==> config.mk <==
export PLATFORM = sky130hd
export DESIGN_NAME = booth_seq_ctrl
export DESIGN_NICKNAME = d
export VERILOG_FILES = /design/src/rtl/booth_seq_ctrl.sv
export SDC_FILE = /design/constraint.sdc
export NUM_CORES = 1
export LEC_CHECK = 0
export CAP_MARGIN = 5
export CORE_MARGIN = 2
export CORE_UTILIZATION = 50
export DETAILED_ROUTE_END_ITERATION = 12
export PLACE_DENSITY = 0.83
export SLEW_MARGIN = 40
export SYNTH_ARGS = -nofsm -noshare
export SYNTH_HDL_FRONTEND = slang
export SYNTH_SLANG_ARGS = --single-unit
==> constraint.sdc <==
create_clock -name clk -period 6.9 [get_ports clk]
set_input_delay 1.38 -clock clk [delete_from_list [all_inputs] [get_ports clk]]
set_output_delay 1.38 -clock clk [all_outputs]
set_load 0.05 [all_outputs]
==> src/rtl/booth_seq_ctrl.sv <==
`timescale 1ns/1ps
// ---------------------------------------------------------------------------
// booth_seq_ctrl
//   Sequencing controller for a radix-2 Booth multiplier. A start in IDLE
//   loads the operands. The controller then performs one add/subtract plus
//   arithmetic-shift step per multiplier bit. The last step registers the
//   product and raises a one-cycle done pulse. Operands and product are
//   two's-complement signed.
//
//   Optional feature macro: BOOTH_ABORT_EN
//     When defined, the module has an abort input. Asserting abort in RUN or
//     DONE returns the controller to IDLE, suppresses done, and leaves the
//     product register unchanged.
//
// Ports
//   clk     : single clock, rising edge
//   rst     : synchronous, active-high reset
//   start   : request a multiply; accepted only in IDLE
//   mcand   : multiplicand M, sampled on the accepted start edge
//   mplier  : multiplier Q, sampled on the accepted start edge
//   abort   : (BOOTH_ABORT_EN only) cancel the operation in flight
//   product : signed 2*WIDTH result; valid with done, held until replaced
//   busy    : high in RUN and DONE
//   done    : one-cycle pulse marking product valid
// ---------------------------------------------------------------------------
module booth_seq_ctrl #(
    parameter int WIDTH = 8
) (
    input  logic                 clk,
    input  logic                 rst,
    input  logic                 start,
    input  logic [WIDTH-1:0]     mcand,
    input  logic [WIDTH-1:0]     mplier,
`ifdef BOOTH_ABORT_EN
    input  logic                 abort,
`endif
    output logic [2*WIDTH-1:0]   product,
    output logic                 busy,
    output logic                 done
);

    localparam int CW = $clog2(WIDTH) + 1;

    typedef enum logic [1:0] {
        S_IDLE = 2'd0,
        S_RUN  = 2'd1,
        S_DONE = 2'd2
    } state_t;

    state_t               state_reg, state_next;

    // A carries one guard bit, so A - M cannot overflow when M = -2^(WIDTH-1).
    logic [WIDTH:0]       a_reg;
    logic [WIDTH-1:0]     q_reg;
    logic                 q1_reg;
    logic [WIDTH-1:0]     m_reg;
    logic [CW-1:0]        cnt_reg;
    logic [2*WIDTH-1:0]   product_reg;

    logic                 abort_w;
    logic [WIDTH:0]       m_ext;
    logic [WIDTH:0]       sum;
    logic [WIDTH:0]       a_shift;
    logic [WIDTH-1:0]     q_shift;
    logic                 q1_shift;
    logic                 last_step;

`ifdef BOOTH_ABORT_EN
    assign abort_w = abort;
`else
    assign abort_w = 1'b0;
`endif

    // ---------------------------------------------------------------
    // One Booth step: add/subtract selected by {Q[0],Q_1}, then an
    // arithmetic right shift of {A',Q,Q_1}.
    // ---------------------------------------------------------------
    assign m_ext = {m_reg[WIDTH-1], m_reg};

    always_comb begin
        sum = a_reg;
        case ({q_reg[0], q1_reg})
            2'b10:   sum = a_reg - m_ext;
            2'b01:   sum = a_reg + m_ext;
            default: sum = a_reg;
        endcase
    end

    assign a_shift          = {sum[WIDTH], sum[WIDTH:1]};
    assign q_shift[WIDTH-1] = sum[0];
    assign q1_shift         = q_reg[0];

    generate
        for (genvar gi = 0; gi < WIDTH - 1; gi++) begin : g_q_shift
            assign q_shift[gi] = q_reg[gi+1];
        end
    endgenerate

    // The step taken while cnt==1 is the final one.
    assign last_step = (cnt_reg == CW'(1));

    // ---------------------------------------------------------------
    // FSM: state register
    // ---------------------------------------------------------------
    always_ff @(posedge clk) begin
        if (rst) begin
            state_reg <= S_IDLE;
        end else begin
            state_reg <= state_next;
        end
    end

    // ---------------------------------------------------------------
    // FSM: next-state logic (abort outranks normal sequencing, start in
    // IDLE outranks abort because abort is ignored there)
    // ---------------------------------------------------------------
    always_comb begin
        state_next = state_reg;
        case (state_reg)
            S_IDLE: begin
                if (start) state_next = S_RUN;
            end
            S_RUN: begin
                if (abort_w)        state_next = S_IDLE;
                else if (last_step) state_next = S_DONE;
            end
            S_DONE: begin
                state_next = S_IDLE;
            end
            default: state_next = S_IDLE;
        endcase
    end

    // ---------------------------------------------------------------
    // FSM: outputs
    // ---------------------------------------------------------------
    always_comb begin
        busy = (state_reg != S_IDLE);
        done = (state_reg == S_DONE) && !abort_w;
    end

    assign product = product_reg;

    // ---------------------------------------------------------------
    // Datapath registers
    // ---------------------------------------------------------------
    always_ff @(posedge clk) begin
        if (rst) begin
            a_reg       <= '0;
            q_reg       <= '0;
            q1_reg      <= 1'b0;
            m_reg       <= '0;
            cnt_reg     <= '0;
            product_reg <= '0;
        end else begin
            case (state_reg)
                S_IDLE: begin
                    if (start) begin
                        m_reg   <= mcand;
                        q_reg   <= mplier;
                        a_reg   <= '0;
                        q1_reg  <= 1'b0;
                        cnt_reg <= CW'(WIDTH);
                    end
                end
                S_RUN: begin
                    if (!abort_w) begin
                        a_reg   <= a_shift;
                        q_reg   <= q_shift;
                        q1_reg  <= q1_shift;
                        cnt_reg <= cnt_reg - CW'(1);
                        // Product is captured on the edge that enters DONE.
                        if (last_step) begin
                            product_reg <= {a_shift[WIDTH-1:0], q_shift};
                        end
                    end
                end
                default: ;
            endcase
        end
    end

endmodule
==> impl_metrics.csv, run 1 <==
group,metric,value,unit
power_and_ir_drop,vdd.ir_drop.worst,175.9,µV
logic_synthesis,yosys-top-cells-area,"dfxtp_1 (40%), nand2_1 (8.6%), a21oi_1 (7.7%)",
logic_synthesis,yosys.area_share.xor_xnor,0.03353,
sta,fin_crit,3.013,ns
grt,antenna_found_initial,0,
placed_design,numPortBuffers,36,
route,routed_wl,5214,µm
logic_synthesis,synth_seq_cells,47,
logic_synthesis,yosysSeqAreaShare,0.4002,
worst_setup_path,crit_buf_inv,1,
cells_and_area,final_util,0.6371,
grt,grt_pass1_vias,2033,
sta,report.final.slew_viol_count,0,
worst_setup_path,cp_max_fo,21,
worst_setup_path,cpMaxStageDelayCell,"and2_1",
logic_synthesis,synth-edff-count,0,
floorplan,core.rowCount,24,
sta,finClkSkew,0.005706,ns
floorplan,initial_core_util,0.5290,
sta,finalHoldViolations,0,
clocking,clockBufferDepth,2,
grt,grt_max_degree,42,
clocking,post_cts_buffers,0,
route,viasPerCell,5.660,
logic_synthesis,synthDistinctLibCells,43,
logic_synthesis,synthAdderAreaFrac,0.07238,
floorplan,die_area,5266,µm²
worst_setup_path,crit_top_cell,"nor2_1",
logic_synthesis,synth_top_area_frac,0.4002,
cells_and_area,layout-drive-gt1-share,0.04969,
worst_setup_path,reg2reg_depth,9,
logic_synthesis,yosysWarnings,0,
worst_setup_path,cp_num_cells,5,
logic_synthesis,avgSynthCellArea,8.135,µm²
clocking,htree_levels,2,
worst_setup_path,critPathMaxStageDelay,0.66,ns
cells_and_area,diodes,0,
worst_setup_path,r2r-end,"product[15]$_SDFFE_PP0P_",
route,post-route-drc-count,0,
clocking,cts_hold_buf,0,
placed_design,gp_congestion,0.8785,
route,drt_pre_antenna_iters,4,
min_path,hold_depth,2,
logic_synthesis,synthFlopType,"dfxtp_1",
logic_synthesis,ys_async_sr_fraction,0,
cells_and_area,synthToLayoutAreaGrowth,20.44,%
clocking,cts_sinks,47,
sta,setup_violations,0,
floorplan,fp.dieH,72.57,µm
cells_and_area,final_common_cell,"nand2_1",
grt,grt_pass1_wl,9004,µm
logic_synthesis,synth_cells,289,
flow_run,max-cap-violations,0,
placed_design,dpl.hpwl,3703,µm
logic_synthesis,synth_area,2351,µm²
sta,rsz0062_at_grt,"false",
worst_setup_path,crit_start,"start",
sta,relSlewSlack,0.4553,
floorplan,boundaryPins,37,
route,ant_nets,0,
worst_setup_path,r2r_start,"m_reg[0]$_SDFFE_PP0P_",
outcome,outcome,"completed",
power_and_ir_drop,power.density,225.2,nW/µm²
cells_and_area,fillerInstances,392,
cells_and_area,largest_reg_flops,16,
worst_setup_path,cpLargestDelayFamily,"simple AND/OR/NAND/NOR gates",
min_path,worstHoldPathType,"register to register",
worst_setup_path,path_cells,"clkdlybuf4s50_1 > and2_1 > nor2_1 > a221oi_1 > nor2_1",
sta,fmaxAchievable,331.8,MHz
cells_and_area,layout_common_cells,"nand2_1 (54), dfxtp_1 (47), a21oi_1 (36), clkdlybuf4s50_1 (36), nor2_1 (27)",
sta,worst_pin_slew,0.8171,ns
cells_and_area,layout.nets,353,
clocking,cts_tree,"done",
worst_setup_path,critPathKind,"input pin to register",
floorplan,core_area,4444,µm²
worst_setup_path,endpoint_kind,"register",
clocking,clkLatencyLatePin,0.31,ns
clocking,clk_pin_slew,0.09,ns
min_path,min_to,"product[2]$_SDFFE_PP0P_",
logic_synthesis,synth_fp_nets,321,
grt,grt_overflow_total,0,
route,drtIter0Drc,160,
worst_setup_path,r2r_slack,4.01,ns
sta,tns,0,ns
clocking,post_cts_resized,0,
route,num_vias,2117,
logic_synthesis,muxShareOfSynthArea,0.02182,
worst_setup_path,required,7.09,ns
sta,fin_crit_sh,0.4367,
logic_synthesis,synth_top_family_by_area,"compound AO/OA/AOI/OAI gates",
logic_synthesis,synth_top_area_cell,"dfxtp_1",
floorplan,die_width,72.57,µm
clocking,cts_root_buf,"clkbuf_8",
worst_setup_path,crit_arrival,3.20,ns
grt,grt_util_all_layers,0.2129,
min_path,min_from,"product[2]$_SDFFE_PP0P_",
logic_synthesis,synth_simple_gate_area_frac,0.2012,
power_and_ir_drop,p_leak,1.086,nW
clocking,numCtsBuffers,5,
logic_synthesis,synth-compound-area-share,0.2246,
worst_setup_path,cp-start-kind,"input pin",
route,routedWlPerCell,13.94,µm
==> kinds of logic after synthesis <==
kind of cell,count (synthesis)
flops,47
xor+xnor,9
compound gates,86
fa+ha+maj,13
simple gates,107
buf+inv,22
mux,5
==> power by group <==
group / leakage (nW) / internal [mW] / switching [mW] / total (mW)
combinational: 0.649 / 0.0545 / 0.0786 / 0.133
sequential: 0.383 / 0.284 / 0.0123 / 0.296
clock: 0.0548 / 0.109 / 0.0991 / 0.208
==> Yosys cell counts, types with 2 or more instances <==
master and n:
clkbuf_1 9, a22o_1 2, or3_1 3, nor3_1 5
inv_1 9, a31oi_1 3, ha_1 12, buf_6 2
nand3_1 3, a21oi_1 36, o21ai_1 10, nand2_1 54
mux2i_1 4, a22oi_1 7, xor2_1 8, a211oi_1 10
nand2b_1 2, and2_1 2, o21ai_0 6, dfxtp_1 47
a21o_1 3, o211ai_1 2, nor2_1 27, nand4_1 2
nor2b_1 3
==> worst reg2reg max path: stages, from the launching register on <==
cell      delay (ns)
dfxtp_1         0.43
inv_1           0.10
ha_1            0.31
mux2_1          0.34
fa_1            0.45
nand3_1         0.14
a211oi_1        0.10
or4_4           0.55
a21o_1          0.18
a311oi_2        0.21
==> worst max-delay path by stage <==
stage / end / slack [ns]
floorplan: product[15]$_SDFFE_PP0P_ / 4.26
global placement: q_reg[7]$_SDFFE_PP0P_ / 3.66
detailed placement: q_reg[7]$_SDFFE_PP0P_ / 3.62
CTS: done / 3.88
global route: q_reg[7]$_SDFFE_PP0P_ / 3.71
finish: q_reg[7]$_SDFFE_PP0P_ / 3.89
==> per-stage QoR <==
step	worst slack, ns	total power, mW	hold slack [ns]	cell area (µm²)	std cells
after floorplan	4.265	0.3972	0.4332	2351	289
final	3.887	0.6376	0.4583	2831	374
after global routing	3.707	0.6676	0.4863	2831	374
after global placement	3.663	0.4293	0.4408	2716	366
after CTS	3.879	0.6394	0.4615	2831	374
after detailed placement	3.622	0.4328	0.4487	2716	366
==> routing by layer <==
| metal | up-vias | wire length (µm) | GRT usage |
|---|---|---|---|
| met2 | 52 | 2411 | 0.3485 |
| li1 | 1084 | - | - |
| met5 | - | 0 | 0 |
| met1 | 970 | 2506 | 0.2794 |
| met4 | 0 | 102 | 0.07819 |
| met3 | 11 | 194 | 0.04144 |
==> final cells by class <==
class / count / area, µm² / area share
clock inverter: 3 / 46.29 / 0.01635
inverter: 9 / 33.78 / 0.01193
clock buffer: 5 / 68.82 / 0.02430
multi-input combinational: 220 / 1301 / 0.4596
sequential: 47 / 940.9 / 0.3323
tap: 52 / 65.06 / 0.02298
timing repair buffer: 38 / 375.4 / 0.1326
(Power assumes the default switching activity.)
==> run 2, diff against run 1 <==
CORE_UTILIZATION = 48   (was 50)
clock period = 2.5 ns   (was 6.9 ns; I/O delays follow)
==> run 2 against run 1 <==
The flow now finishes with violations (negative setup slack). Setup slack got worse by 4.0 ns. First-iteration DRC count decreased by 15%. Sequential share of layout area decreased by 3.7 points. Die area increased by 3.9%. Cell count increased by 12%. Via count increased by 11%. Sequential cell count unchanged. Global-route usage increased by 1.9 points. Register-to-register slack got worse by 4.1 ns. Utilization increased by 4.4 points. Critical path type is now register to register.
==> impl_metrics.csv, run 2 (synthesis gave the netlist of run 1 again) <==
group,metric,value,unit
min_path,min_from,"product[6]$_SDFFE_PP0P_",
placed_design,dp_slack,-0.1466,ns
sta,fin_crit_sh,1.033,
sta,relSlewSlack,0.5139,
worst_setup_path,critPathMaxStageDelay,0.54,ns
clocking,numCtsBuffers,5,
clocking,clkLatencyLatePin,0.31,ns
power_and_ir_drop,p_leak,1.260,nW
clocking,clockBufferDepth,2,
worst_setup_path,cp_max_fo,5,
floorplan,fp.dieH,73.99,µm
clocking,cts_sinks,47,
worst_setup_path,crit_arrival,2.81,ns
placed_design,gp_congestion,0.9031,
floorplan,initial_core_util,0.4977,
worst_setup_path,r2r_start,"m_reg[2]$_SDFFE_PP0P_",
floorplan,core.rowCount,25,
cells_and_area,diodes,0,
clocking,htree_levels,2,
worst_setup_path,crit_start,"m_reg[2]$_SDFFE_PP0P_",
floorplan,core_area,4723,µm²
grt,grt_pass1_vias,2266,
grt,grt_max_degree,22,
clocking,cts_tree,"done",
grt,grt_overflow_total,0,
floorplan,die_area,5474,µm²
outcome,outcome,"finished with violations",
route,post-route-drc-count,0,
sta,fin_ws,-0.08142,ns
min_path,hold_depth,2,
sta,tns,-0.1982,ns
worst_setup_path,path_cells,"buf_4 > nor3_2 > a31oi_1 > xor2_1 > ha_1 > nand2_1 > a211oi_2 > or4_4 > a21o_1 > a311oi_2",
route,drt_pre_antenna_iters,5,
sta,rsz0062_at_grt,"true",
flow_run,max-cap-violations,0,
cells_and_area,layout-drive-gt1-share,0.2125,
cells_and_area,synthToLayoutAreaGrowth,36.88,%
floorplan,die_width,73.99,µm
worst_setup_path,cpLargestDelayFamily,"simple AND/OR/NAND/NOR gates",
grt,antenna_found_initial,0,
route,viasPerCell,5.581,
worst_setup_path,crit_buf_inv,1,
grt,grt_pass1_wl,9818,µm
power_and_ir_drop,p_total,1.913,mW
worst_setup_path,endpoint_kind,"register",
cells_and_area,final_cell_area,3218,µm²
worst_setup_path,critPathKind,"register to register",
cells_and_area,layout_common_cells,"nand2_1 (53), dfxtp_1 (41), clkdlybuf4s50_1 (36)",
outcome,violations,"negative setup slack",
grt,grt_util_all_layers,0.2322,
route,routed_wl,6309,µm
sta,setup_violations,5,
floorplan,boundaryPins,37,
worst_setup_path,required,2.73,ns
min_path,worstHoldPathType,"register to register",
sta,finalHoldViolations,0,
worst_setup_path,reg2reg_depth,10,
placed_design,dpl.hpwl,4262,µm
worst_setup_path,cpMaxStageDelayCell,"or4_4",
sta,worst_pin_slew,0.7284,ns
clocking,cts_hold_buf,0,
worst_setup_path,cp_num_cells,10,
cells_and_area,layout.nets,384,
sta,finClkSkew,0.005161,ns
sta,fin_crit,2.581,ns
route,ant_nets,0,
worst_setup_path,cp-start-kind,"register",
power_and_ir_drop,vdd.ir_drop.worst,373.8,µV
placed_design,numPortBuffers,36,
sta,fmaxAchievable,387.4,MHz
clocking,clk_pin_slew,0.09,ns
sta,hold_ws,0.4571,ns
sta,report.final.slew_viol_count,0,
cells_and_area,final_common_cell,"nand2_1",
route,num_vias,2344,
route,routedWlPerCell,15.02,µm
cells_and_area,largest_reg_flops,16,
power_and_ir_drop,power.density,594.3,nW/µm²
placed_design,dpl_cell_area,2924,µm²
clocking,cts_root_buf,"clkbuf_8",
route,drtIter0Drc,136,
-- run 2: changes by cell type in the layout (fill, tap and decap cells not counted), moves of 2 or more --
cell,previous run,this run
buf_4,2,31
dfxtp_1,47,41
a21oi_1,36,31
a21oi_2,1,6
dfxtp_2,0,5
ha_1,12,9
a211oi_1,10,8
buf_6,0,2
ha_4,0,2
inv_1,9,7
inv_2,0,2
nor2_1,27,25
nor2_2,1,3
nor3_1,5,3
-- run 2: path summary, 6_finish.rpt --
path                                            endpoint  slack (ns)
worst min register to register   product[6]$_SDFFE_PP0P_        0.46
worst max register to register  product[15]$_SDFFE_PP0P_       -0.08
worst max-delay path            product[15]$_SDFFE_PP0P_       -0.08
worst min-delay path             product[6]$_SDFFE_PP0P_        0.46
-- run 2: metal layers --
| metal | track usage | part of all wire | routed length, µm | vias to the layer above |
|---|---|---|---|---|
| met2 | 0.3790 | 0.50 | 3139 | 88 |
| met5 | 0 | 0 | 0 | - |
| met4 | 0.1475 | 0.046 | 290 | 0 |
| li1 | - | - | - | 1138 |
| met3 | 0.05556 | 0.050 | 314 | 26 |
| met1 | 0.2740 | 0.41 | 2565 | 1092 |
-- run 2: cell type report --
cell class                 count  area (µm²)
fill                         363        1505
inverter                       9       33.78
tap                           67       83.83
clock buffer                   5       68.82
multi-input combinational    220        1419
sequential                    47       950.9
clock inverter                 3       46.29
timing repair buffer          69       615.6
-- run 2: tightest hold or removal path, stage by stage, from the launching register on --
cell     delay, ns
dfxtp_1       0.32
nand2_1       0.05
a21oi_1       0.05
-- run 2: repair_timing --
item                       CTS  global route
buffers inserted             1             6
gates resized for setup     10            23
setup endpoints to repair    7             8
pin swaps                    3            14
-- run 2: stage by stage --
| step | util | cells |
|---|---|---|
| 2_1_floorplan | - | 289 |
| 3_3_place_gp | 0.6191 | 405 |
| 3_5_place_dp | 0.6191 | 405 |
| 4_1_cts | 0.6543 | 414 |
| 5_1_grt | 0.6813 | 420 |
| 6_report | 0.6813 | 420 |
-- run 2: power by group --
part           leakage, nW  internal (mW)  switching [mW]  total [mW]
registers            0.385          0.784          0.0315       0.816
clock network       0.0548          0.301           0.284       0.585
logic                0.820          0.237           0.275       0.512
total                 1.26           1.32           0.590        1.91
